===== config.mk =====
export PLATFORM = sky130hd
export DESIGN_NAME = outer_product_scheduler
export DESIGN_NICKNAME = d
export VERILOG_FILES = /design/src/rtl/outer_product_scheduler_pkg.sv /design/src/rtl/outer_product_scheduler_arb.sv /design/src/rtl/outer_product_scheduler.sv
export SDC_FILE = /design/constraint.sdc
export NUM_CORES = 1
export LEC_CHECK = 0
export ABC_AREA = 1
export CORE_MARGIN = 2
export CORE_UTILIZATION = 50
export DETAILED_ROUTE_END_ITERATION = 7
export PLACE_DENSITY = 0.78
export SYNTH_ARGS = -nofsm -noshare
export SYNTH_HDL_FRONTEND = slang
export SYNTH_SLANG_ARGS = --single-unit

===== constraint.sdc =====
create_clock -name clk -period 3.7 [get_ports clk]
set_input_delay 0.74 -clock clk [delete_from_list [all_inputs] [get_ports clk]]
set_output_delay 0.74 -clock clk [all_outputs]
set_load 0.01 [all_outputs]

===== src/rtl/outer_product_scheduler_pkg.sv =====
// Shared types and sizes for the outer-product scheduler: FSM state encoding,
// vector/element/product widths and the derived counter widths.
package outer_product_scheduler_pkg;

    localparam int N  = 16;
    localparam int DW = 4;
    localparam int PW = 2 * DW;
    localparam int CW = $clog2(N);
    localparam int IW = $clog2(N * N);

    typedef enum logic [1:0] {
        IDLE = 2'd0,
        LOAD = 2'd1,
        CALC = 2'd2,
        DONE = 2'd3
    } state_t;

endpackage


===== src/rtl/outer_product_scheduler_arb.sv =====
// Two-way round-robin pick: a lone requester wins outright, a tie goes to
// the requester named by rr_ptr. Purely combinational.
module rr_arbiter2 (
    input  logic [1:0] req,
    input  logic       rr_ptr,
    output logic [1:0] pick
);

    always_comb begin
        pick = req;
        if (req == 2'b11) begin
            pick = rr_ptr ? 2'b10 : 2'b01;
        end
    end

endmodule


===== src/rtl/outer_product_scheduler.sv =====
// Shares one NxN outer-product engine between two requesters: grants one,
// loads its A/B vectors, then streams every A[i]*B[j] into a FIFO port.
module outer_product_scheduler
    import outer_product_scheduler_pkg::*;
(
    input  logic          clk,
    input  logic          rst,
    input  logic [1:0]    req,
    output logic [1:0]    grant,
    input  logic [1:0]    in_valid,
    input  logic [DW-1:0] in_a0,
    input  logic [DW-1:0] in_b0,
    input  logic [DW-1:0] in_a1,
    input  logic [DW-1:0] in_b1,
    input  logic          fifo_full,
    output logic          out_valid,
    output logic [PW-1:0] out_data,
    output logic          out_id,
    output logic          out_last,
    output logic          busy,
    output logic          done,
    output state_t        dbg_state
);

    // Output handshake: a beat transfers on a rising edge where out_valid=1 and
    // fifo_full=0; while blocked, out_valid/out_data/out_last hold unchanged.

    state_t        state;
    logic          rr_ptr;
    logic [CW-1:0] cnt;
    logic [IW-1:0] k;
    logic          issued_all;
    logic [DW-1:0] a_mem [N];
    logic [DW-1:0] b_mem [N];

    logic [1:0]    pick;
    logic          sel_valid;
    logic [DW-1:0] sel_a;
    logic [DW-1:0] sel_b;
    logic          beat_xfer;
    logic          out_load;
    logic [PW-1:0] product;

    rr_arbiter2 u_arb (
        .req    (req),
        .rr_ptr (rr_ptr),
        .pick   (pick)
    );

    // out_id doubles as the granted requester index for the whole job.
    assign sel_valid = in_valid[out_id];
    assign sel_a     = out_id ? in_a1 : in_a0;
    assign sel_b     = out_id ? in_b1 : in_b0;
    assign beat_xfer = out_valid && !fifo_full;
    assign out_load  = (!out_valid || beat_xfer) && !issued_all;
    assign product   = PW'(a_mem[k[IW-1:CW]]) * PW'(b_mem[k[CW-1:0]]);
    assign busy      = (state != IDLE);
    assign dbg_state = state;

    always_ff @(posedge clk) begin
        if (state == LOAD && sel_valid) begin
            a_mem[cnt] <= sel_a;
            b_mem[cnt] <= sel_b;
        end
    end

    always_ff @(posedge clk) begin
        if (rst) begin
            state      <= IDLE;
            rr_ptr     <= 1'b0;
            grant      <= '0;
            out_valid  <= 1'b0;
            out_data   <= '0;
            out_id     <= 1'b0;
            out_last   <= 1'b0;
            done       <= 1'b0;
            cnt        <= '0;
            k          <= '0;
            issued_all <= 1'b0;
        end else begin
            case (state)
                IDLE: begin
                    if (|req) begin
                        grant  <= pick;
                        out_id <= pick[1];
                        cnt    <= '0;
                        state  <= LOAD;
                    end
                end
                LOAD: begin
                    if (sel_valid) begin
                        cnt <= cnt + 1'b1;
                        if (cnt == CW'(N - 1)) begin
                            k          <= '0;
                            issued_all <= 1'b0;
                            state      <= CALC;
                        end
                    end
                end
                CALC: begin
                    if (out_load) begin
                        out_valid <= 1'b1;
                        out_data  <= product;
                        out_last  <= (k == IW'(N * N - 1));
                        k         <= k + 1'b1;
                        if (k == IW'(N * N - 1)) begin
                            issued_all <= 1'b1;
                        end
                    end else if (beat_xfer) begin
                        // Only reachable once every product has been issued.
                        out_valid <= 1'b0;
                        if (out_last) begin
                            out_last <= 1'b0;
                            done     <= 1'b1;
                            state    <= DONE;
                        end
                    end
                end
                DONE: begin
                    done   <= 1'b0;
                    grant  <= '0;
                    rr_ptr <= ~out_id;
                    state  <= IDLE;
                end
                default: state <= IDLE;
            endcase
        end
    end

endmodule


# Word-level counts from Yosys, hierarchy flattened

Memory sizes are Yosys's and may differ from the RTL's. A register that Yosys moved wholly into a read port is not among the register bits.
Cells that the tools add are included.

Input port bits: 23
Memory bits (writable): 128
Flip-flop bits (word level): 30
Word-level logic and storage cells: 96
Memories kept: 2

Memory list:

| name  | words | bits a word | rd ports | clocked after memory_dff | write ports | RTL line                      | text |
|---|---|---|---|---|---|---|---|
| a_mem | 16    | 4           | 1        | 1                        | 1           | outer_product_scheduler.sv:33 | `logic [DW-1:0] a_mem [N];` |
| b_mem | 16    | 4           | 1        | 1                        | 1           | outer_product_scheduler.sv:34 | `logic [DW-1:0] b_mem [N];` |

Reduce and logical (&&, ||, !) cells: 24
Equality and inequality tests: 14
Multipliers: 1
Bitwise gates (word level): 1
Magnitude comparators: 1
Add/subtract/negate cells: 2
Multiplexer cells: 40

Operators with widths:

| cell                                         | count |
|---|---|
| two-way mux 4 bit                            | 8 |
| two-way mux 8 bit                            | 3 |
| two-way mux 2 bit                            | 9 |
| one-hot mux 8 bit (2 select lines)           | 1 |
| two-way mux 1 bit                            | 14 |
| inequality test 2 bit, second input constant | 7 |
| nonzero test 2 bit                           | 6 |
| adder 8 x 1 -> 8 bit, second input constant  | 1 |
| equality test 8 bit, second input constant   | 1 |
| multiplier 4 x 4 -> 8 bit                    | 1 |
| one-hot mux 2 bit (4 select lines)           | 1 |
| one-hot mux 4 bit (2 select lines)           | 1 |
| AND reduction 2 bit                          | 4 |
| AND reduction 4 bit                          | 2 |
| equality test 2 bit, second input constant   | 3 |
| AND reduction 6 bit                          | 1 |
| AND reduction 5 bit                          | 1 |
| adder 4 x 1 -> 4 bit, second input constant  | 1 |
| equality test 4 bit, second input constant   | 1 |
| one-hot mux 1 bit (2 select lines)           | 2 |
| one-hot mux 2 bit (2 select lines)           | 1 |
| logical AND 1 bit                            | 3 |
| zero test 1 bit                              | 3 |
| AND reduction 3 bit                          | 1 |
| 7 further kinds                              | 7 |

# Depth between registers and ports, before layout

Gate-level depths: netlist of run 1.

Depth after elaboration: 8
Depth in mapped cells: 21
Gate-level depth less buffers: 20

# Cells and area by module

Synthesis of run 1 repeated with hierarchy kept, for this count alone.

Cell total of the unflattened synthesis: 737
Area total of the unflattened synthesis: 7,419.6 um2

By module, submodules not included:

| module                  | cells an instance | seq. area each (um2) | area each (um2) | times used |
|---|---|---|---|---|
| outer_product_scheduler | 732               | 4,604.4              | 7,398.3         | 1 |
| rr_arbiter2             | 5                 | 0.0                  | 21.3            | 1 |

# Least setup slack after synthesis of run 1

No wires, ideal clock.

Path kind: flip-flop to flip-flop
Start: reg with a tool-made name
End: reg out_data[6]
Clock period less this slack: 3.262 ns
Path buffers: 2
Stages on the path, launching flop included: 18
Setup time: 0.117 ns
Slack: 0.438 ns
Arrival time: 3.145 ns
Cells stage by stage: dfxtp_1 > buf_2 > buf_4 > o21ai_0 > o211ai_1 > nand3_1 > nand2_1 > nand2_1 > fa_1 > inv_1 > fa_1 > fa_1 > nand2_1 > nand2_1 > a21oi_1 > nor2_1 > o221ai_1 > inv_1

RTL lines:

| what                 | RTL line                       | text |
|---|---|---|
| to (signal assigned) | outer_product_scheduler.sv:103 | `out_data <= product;` |
| to (decl)            | outer_product_scheduler.sv:17  | `output logic [PW-1:0] out_data,` |

==> results.ini, run 1 <==
[timing]
slew_headroom=0.414
setup_tns_ns=0
worstMarginPinSlew_ns=0.876
period_needed_ns=3.43
finalHoldViolCount=0
rsz0062_at_grt=false
whs_ns=0.468
worst_clock_skew_ns=0.00725
fmax_mhz=291
worst_slack_ns=0.267
drv_slew=0
setup_viol=0
period_share=0.928

[yosys]
ys_types=33
synth_ff_type=edfxtp_1
ys_seq_elements=166
ys_seq_area_frac=0.625
synth_cells=729
synth_xor_area_frac=0.00238
synthMuxAreaShare=0
async_flop_share=0
syn_area_um2=7360
yosys_warnings=0
syn_area_per_cell_um2=10.1
synthAdderAreaFrac=0.0466
synth-simple-area-share=0.174
synth_top_family_by_area=simple AND/OR/NAND/NOR gates
synth_nets=777
synth_compound_area_frac=0.0907
synth_edf_count=128

[run]
maxCapViolCount=0

[layout]
diodes=0
fillers=1126
syn2layout_area_growth_pct=17.9
mostFrequentLayoutCell=nand2_1
fin_nets=837
drive_above_1_share=0.0860
final_cell_mix=147 x nand2_1, 128 x edfxtp_1, 99 x nor2_1

[cts]
cts_sinks=166
postCtsSetupBuffers=0
post_cts_resize_count=0
cts_tree=built
cts_buffers=17
ctsHoldBuffers=0
cts.path.max_buffers=2
insertion_delay_ns=0.43
clkTransAtPathRegs_ns=0.06
clockRootBuffer=clkbuf_16
htreeDepth=4

[drt]
postRouteWirelength_mm=16.7
drc_errors=0
drt-pass1-iter-count=5
drtIter0Drc=643
via_per_inst=5.51
antenna_left=0
dr_total_vias=5435
wl_per_cell_um=16.9

[floorplanning]
die_h_um=125
io_pins=40
rows=44
die-width_um=125
design.die.area_um2=15700
core_area_um2=14500
initial_core_util=0.509

[global_route]
grt_pass1_wl_mm=27.0
antenna_found_initial=0
grt_max_degree=34
overflow=0
grt_pass1_vias=5255
grt_use_total=0.221

[setup_path]
r2r_cells=19
path_class=flop to flop
path_buf_inv=4
path_delay_family=adder cells
slowest_stage=fa_2
path_depth=19
crit_chain=inv_2 -> buf_4 -> nor2_1 -> nor2_1 -> o21ai_1 -> o211ai_1 -> nand3_1 -> nand2_2 -> nand2_1 -> fa_1 -> inv_1 -> fa_2 -> fa_2 -> nand2_1 -> nand2_1 -> a21oi_2 -> nor2_1 -> o221ai_1 -> inv_1
worst_ep_required_time_ns=4.02
path_max_fanout=13
start_kind=flop
cp-end-kind=flop
slowest_delay_ns=0.46
cp.arrival_ns=3.76

[power_and_ir_drop]
vdd_drop_max_v=0.000461
pwr-share-clk=0.318
sequentialPowerShare=0.420
p_comb_frac=0.262
power_mw=5.54
p_leak_nw=3.36
powerDensity_nw_per_um2=638
p_sw_mw=1.71
switching_share=0.309
intPower_mw=3.83

[placement]
place_ws_ns=0.134
io_buffers=39
gp_congestion=0.885
hpwl_mm=11.1

[min_path]
whs_path_depth=1
holdCritPathClass=flop to flop

[run_status]
status=completed

## final cells by class
type / instances / area, µm² / area share
well taps: 184 / 230 / 0.0265
flip-flops and latches: 166 / 4600 / 0.530
repair buffers: 65 / 627 / 0.0722
clock inverters: 13 / 158 / 0.0182
clock buffers: 19 / 433 / 0.0499
inverters: 80 / 303 / 0.0349
multi-input cells: 459 / 2330 / 0.268
## layer usage
metal	routed length, µm	vias up	GRT usage
met5	0	-	0
met4	374	0	0.0817
met3	936	27	0.0424
met2	8270	207	0.368
met1	7080	2619	0.292
li1	-	2582	-
## through the flow
step	instance area [µm²]	std cells	util
CTS	8660	986	0.598
detailed placement	8070	954	0.558
global route	8680	986	0.600
finish	8680	986	0.600
global placement	8070	954	0.558
floorplan	7360	729	-
## state kept, by name, indices dropped and copies added (netlist names), named ones only
name        count
cnt             4
dbg_state       2
k               8
rr_ptr          1
done            1
out_last        1
a_mem          64
grant           2
out_valid       1
out_data        8
issued_all      1
b_mem          64
out_id          1
## kinds of logic (layout without fill, tap and decap cells)
family	after synthesis	in the layout
simple gates	314	314
flops	166	166
compound gates	118	118
buf+inv	104	177
fa+ha+maj	25	25
xor+xnor	2	2
## cell usage after synthesis, types with 7 or more instances
cell type | number | area, µm²
buf_2 | 7 | 35.0
o21ai_1 | 11 | 55.1
edfxtp_1 | 128 | 3840
clkbuf_1 | 7 | 26.3
inv_1 | 76 | 285
ha_1 | 21 | 263
nor2_1 | 99 | 372
nand3_1 | 47 | 235
o211ai_1 | 25 | 188
dfxtp_1 | 38 | 761
nand2_1 | 149 | 559
o21ai_0 | 51 | 255
a21oi_1 | 25 | 125
## path summary, 6_finish.rpt
check | from | endpoint | slack, ns
setup reg to reg | flop | out_data[6] | 0.27
hold / removal | done | done | 0.47
setup / recovery | flop | out_data[6] | 0.27
hold reg to reg | done | done | 0.47
## power by group through the flow
stage	Sequential (mW)	Combinational [mW]	Clock, mW
after CTS	2.33	1.42	1.77
after global placement	2.36	1.37	0
after detailed placement	2.36	1.40	0
after floorplan	2.36	0.909	0
final	2.33	1.45	1.76
after global routing	2.34	1.64	1.84
Power figures use the tool's default switching activity.
==> run 2: changes to the inputs <==
- SETUP_SLACK_MARGIN: not set -> 0.05
- clock period: 3.7 -> 3.8 ns (I/O delays scaled with it)
==> run 2 against run 1 <==
  * First-iteration DRC count shrank 6.2%
  * Worst setup slack lost 0.033 ns
  * Hold slack gained 0.0012 ns
==> results.ini, run 2 (synthesis gave the netlist of run 1 again) <==
[run_status]
status=completed  ; unchanged

[min_path]
hp-start=done  ; unchanged
holdCritPathClass=flop to flop  ; unchanged
min_to=done  ; unchanged
whs_path_depth=1  ; unchanged

[placement]
gp_congestion=0.846  ; was 0.885
io_buffers=39  ; unchanged
hpwl_mm=10.8  ; was 11.1 mm

[layout]
multiInputGateArea_um2=2320  ; was 2330 µm²
fin_nets=833  ; was 837
regArea_um2=4610  ; was 4600 µm²
syn2layout_area_growth_pct=17.7  ; was 17.9%
largestRegisters=a_mem (64), b_mem (64)  ; unchanged
fillers=1163  ; was 1126
post-route-util=0.599  ; was 0.600
final_cell_mix=147 x nand2_1, 128 x edfxtp_1, 99 x nor2_1  ; unchanged
drive_above_1_share=0.0764  ; was 0.0860
mostFrequentLayoutCell=nand2_1  ; unchanged
diodes=0  ; unchanged

[timing]
period_needed_ns=3.57  ; was 3.43 ns
slew_headroom=0.388  ; was 0.414
setup_viol=0  ; unchanged
setup_tns_ns=0  ; unchanged
worst_clock_skew_ns=0.00733  ; was 0.00725 ns
worstMarginPinSlew_ns=0.915  ; was 0.876 ns
rsz0062_at_grt=false  ; unchanged
drv_slew=0  ; unchanged
finalHoldViolCount=0  ; unchanged
period_share=0.939  ; was 0.928
fmax_mhz=280  ; was 291 MHz

[setup_path]
slowest_stage=fa_1  ; was fa_2
r2r_slack_ns=0.23  ; was 0.27 ns
reg2reg_to=out_data[6]  ; unchanged
path_max_fanout=33  ; was 13
cp.arrival_ns=3.89  ; was 3.76 ns
slowest_delay_ns=0.54  ; was 0.46 ns
path_delay_family=adder cells  ; unchanged
r2r_cells=16  ; was 19
start_kind=flop  ; unchanged
path_class=flop to flop  ; unchanged
worst_ep_required_time_ns=4.13  ; was 4.02 ns
crit_chain=buf_6 -> o21ai_0 -> o211ai_1 -> nand3_1 -> nand2_2 -> nand2_1 -> fa_1 -> inv_1 -> fa_1 -> fa_2 -> nand2_1 -> nand2_1 -> a21oi_1 -> nor2_1 -> o221ai_1 -> inv_1  ; was inv_2 -> buf_4 -> nor2_1 -> nor2_1 -> o21ai_1 -> o211ai_1 -> nand3_1 -> nand2_2 -> nand2_1 -> fa_1 -> inv_1 -> fa_2 -> fa_2 -> nand2_1 -> nand2_1 -> a21oi_2 -> nor2_1 -> o221ai_1 -> inv_1
path_buf_inv=3  ; was 4
cp-end-kind=flop  ; unchanged
crit_top_cell=nand2_1

[cts]
clkTransAtPathRegs_ns=0.06  ; about the same
cts.path.max_buffers=2  ; unchanged
ctsHoldBuffers=0  ; unchanged
cts_tree=built  ; unchanged
cts_sinks=166  ; unchanged
htreeDepth=4  ; unchanged
clockRootBuffer=clkbuf_16  ; unchanged
insertion_delay_ns=0.43  ; about the same
cts_buffers=17  ; unchanged

[power_and_ir_drop]
vdd_drop_max_v=0.000515  ; was 0.000461 V
powerDensity_nw_per_um2=624  ; was 638 nW/µm²
p_leak_nw=3.34  ; was 3.36 nW

[run]
maxCapViolCount=0  ; unchanged

[floorplanning]
design.die.area_um2=15700  ; unchanged
core_area_um2=14500  ; unchanged
die-width_um=125  ; unchanged
initial_core_util=0.509  ; unchanged
die_h_um=125  ; unchanged
io_pins=40  ; unchanged
rows=44  ; unchanged

[drt]
wl_per_cell_um=16.6  ; was 16.9 µm
drtIter0Drc=603  ; was 643
dr_total_vias=5359  ; was 5435
postRouteWirelength_mm=16.3  ; was 16.7 mm
drt-pass1-iter-count=5  ; unchanged
antenna_left=0  ; unchanged
drc_errors=0  ; unchanged
via_per_inst=5.46  ; was 5.51

[global_route]
antenna_found_initial=0  ; unchanged
grt_use_total=0.215  ; was 0.221
grt_pass1_vias=5201  ; was 5255
grt_pass1_wl_mm=26.0  ; was 27.0 mm
grt_max_degree=34  ; unchanged
overflow=0  ; unchanged

[run 2: worst max path at each step]
stage	startpoint	end	slack, ns	cells past startpoint
3_5_place_dp	flop	out_data[6]	0.0007	15
3_3_place_gp	flop	out_data[6]	0.13	15
6_report	flop	out_data[6]	0.23	16
4_1_cts	flop	out_data[6]	0.13	19
5_1_grt	flop	out_data[6]	0.04	20
2_1_floorplan	flop	out_data[6]	0.54	17
[run 2: through the flow]
step	setup slack (ns)	total power [mW]	hold slack, ns	area [µm²]	std cells
floorplan	0.538	3.18	0.440	7360	729
CTS	0.132	5.40	0.470	8620	980
detailed placement	0.000709	3.64	0.456	8020	948
global placement	0.125	3.62	0.454	8020	948
global route	0.0357	5.68	0.496	8670	982
finish	0.233	5.41	0.469	8670	982
[run 2: per-layer routing]
metal,GRT usage,share of wire,up-vias
met5,0,0,-
met4,0.0765,0.019,0
met3,0.0556,0.062,35
met2,0.360,0.49,180
met1,0.273,0.43,2568
li1,-,-,2576
[run 2: power breakdown]
part           internal, mW  leakage (nW)  switching (mW)
clock network          1.10         0.275           0.673
logic                 0.496          1.60           0.869
registers              2.18          1.46          0.0907
[run 2: area by class of cell]
class	instances	share of cell area
Timing Repair Buffer	61	0.0699
Clock buffer	24	0.0521
Inverter	80	0.0352
Sequential cell	166	0.531
Multi-Input combinational cell	459	0.268
Clock inverter	8	0.0173
Tap cell	184	0.0266
[run 2: timing repair]
| action | 4_1_cts | 5_1_grt |
|---|---|---|
| resized for setup | 1 | 7 |
| gates cloned | 0 | 1 |
| setup endpoints to repair | 1 | 3 |
| setup buffers | 0 | 1 |
| pin swaps | 0 | 2 |
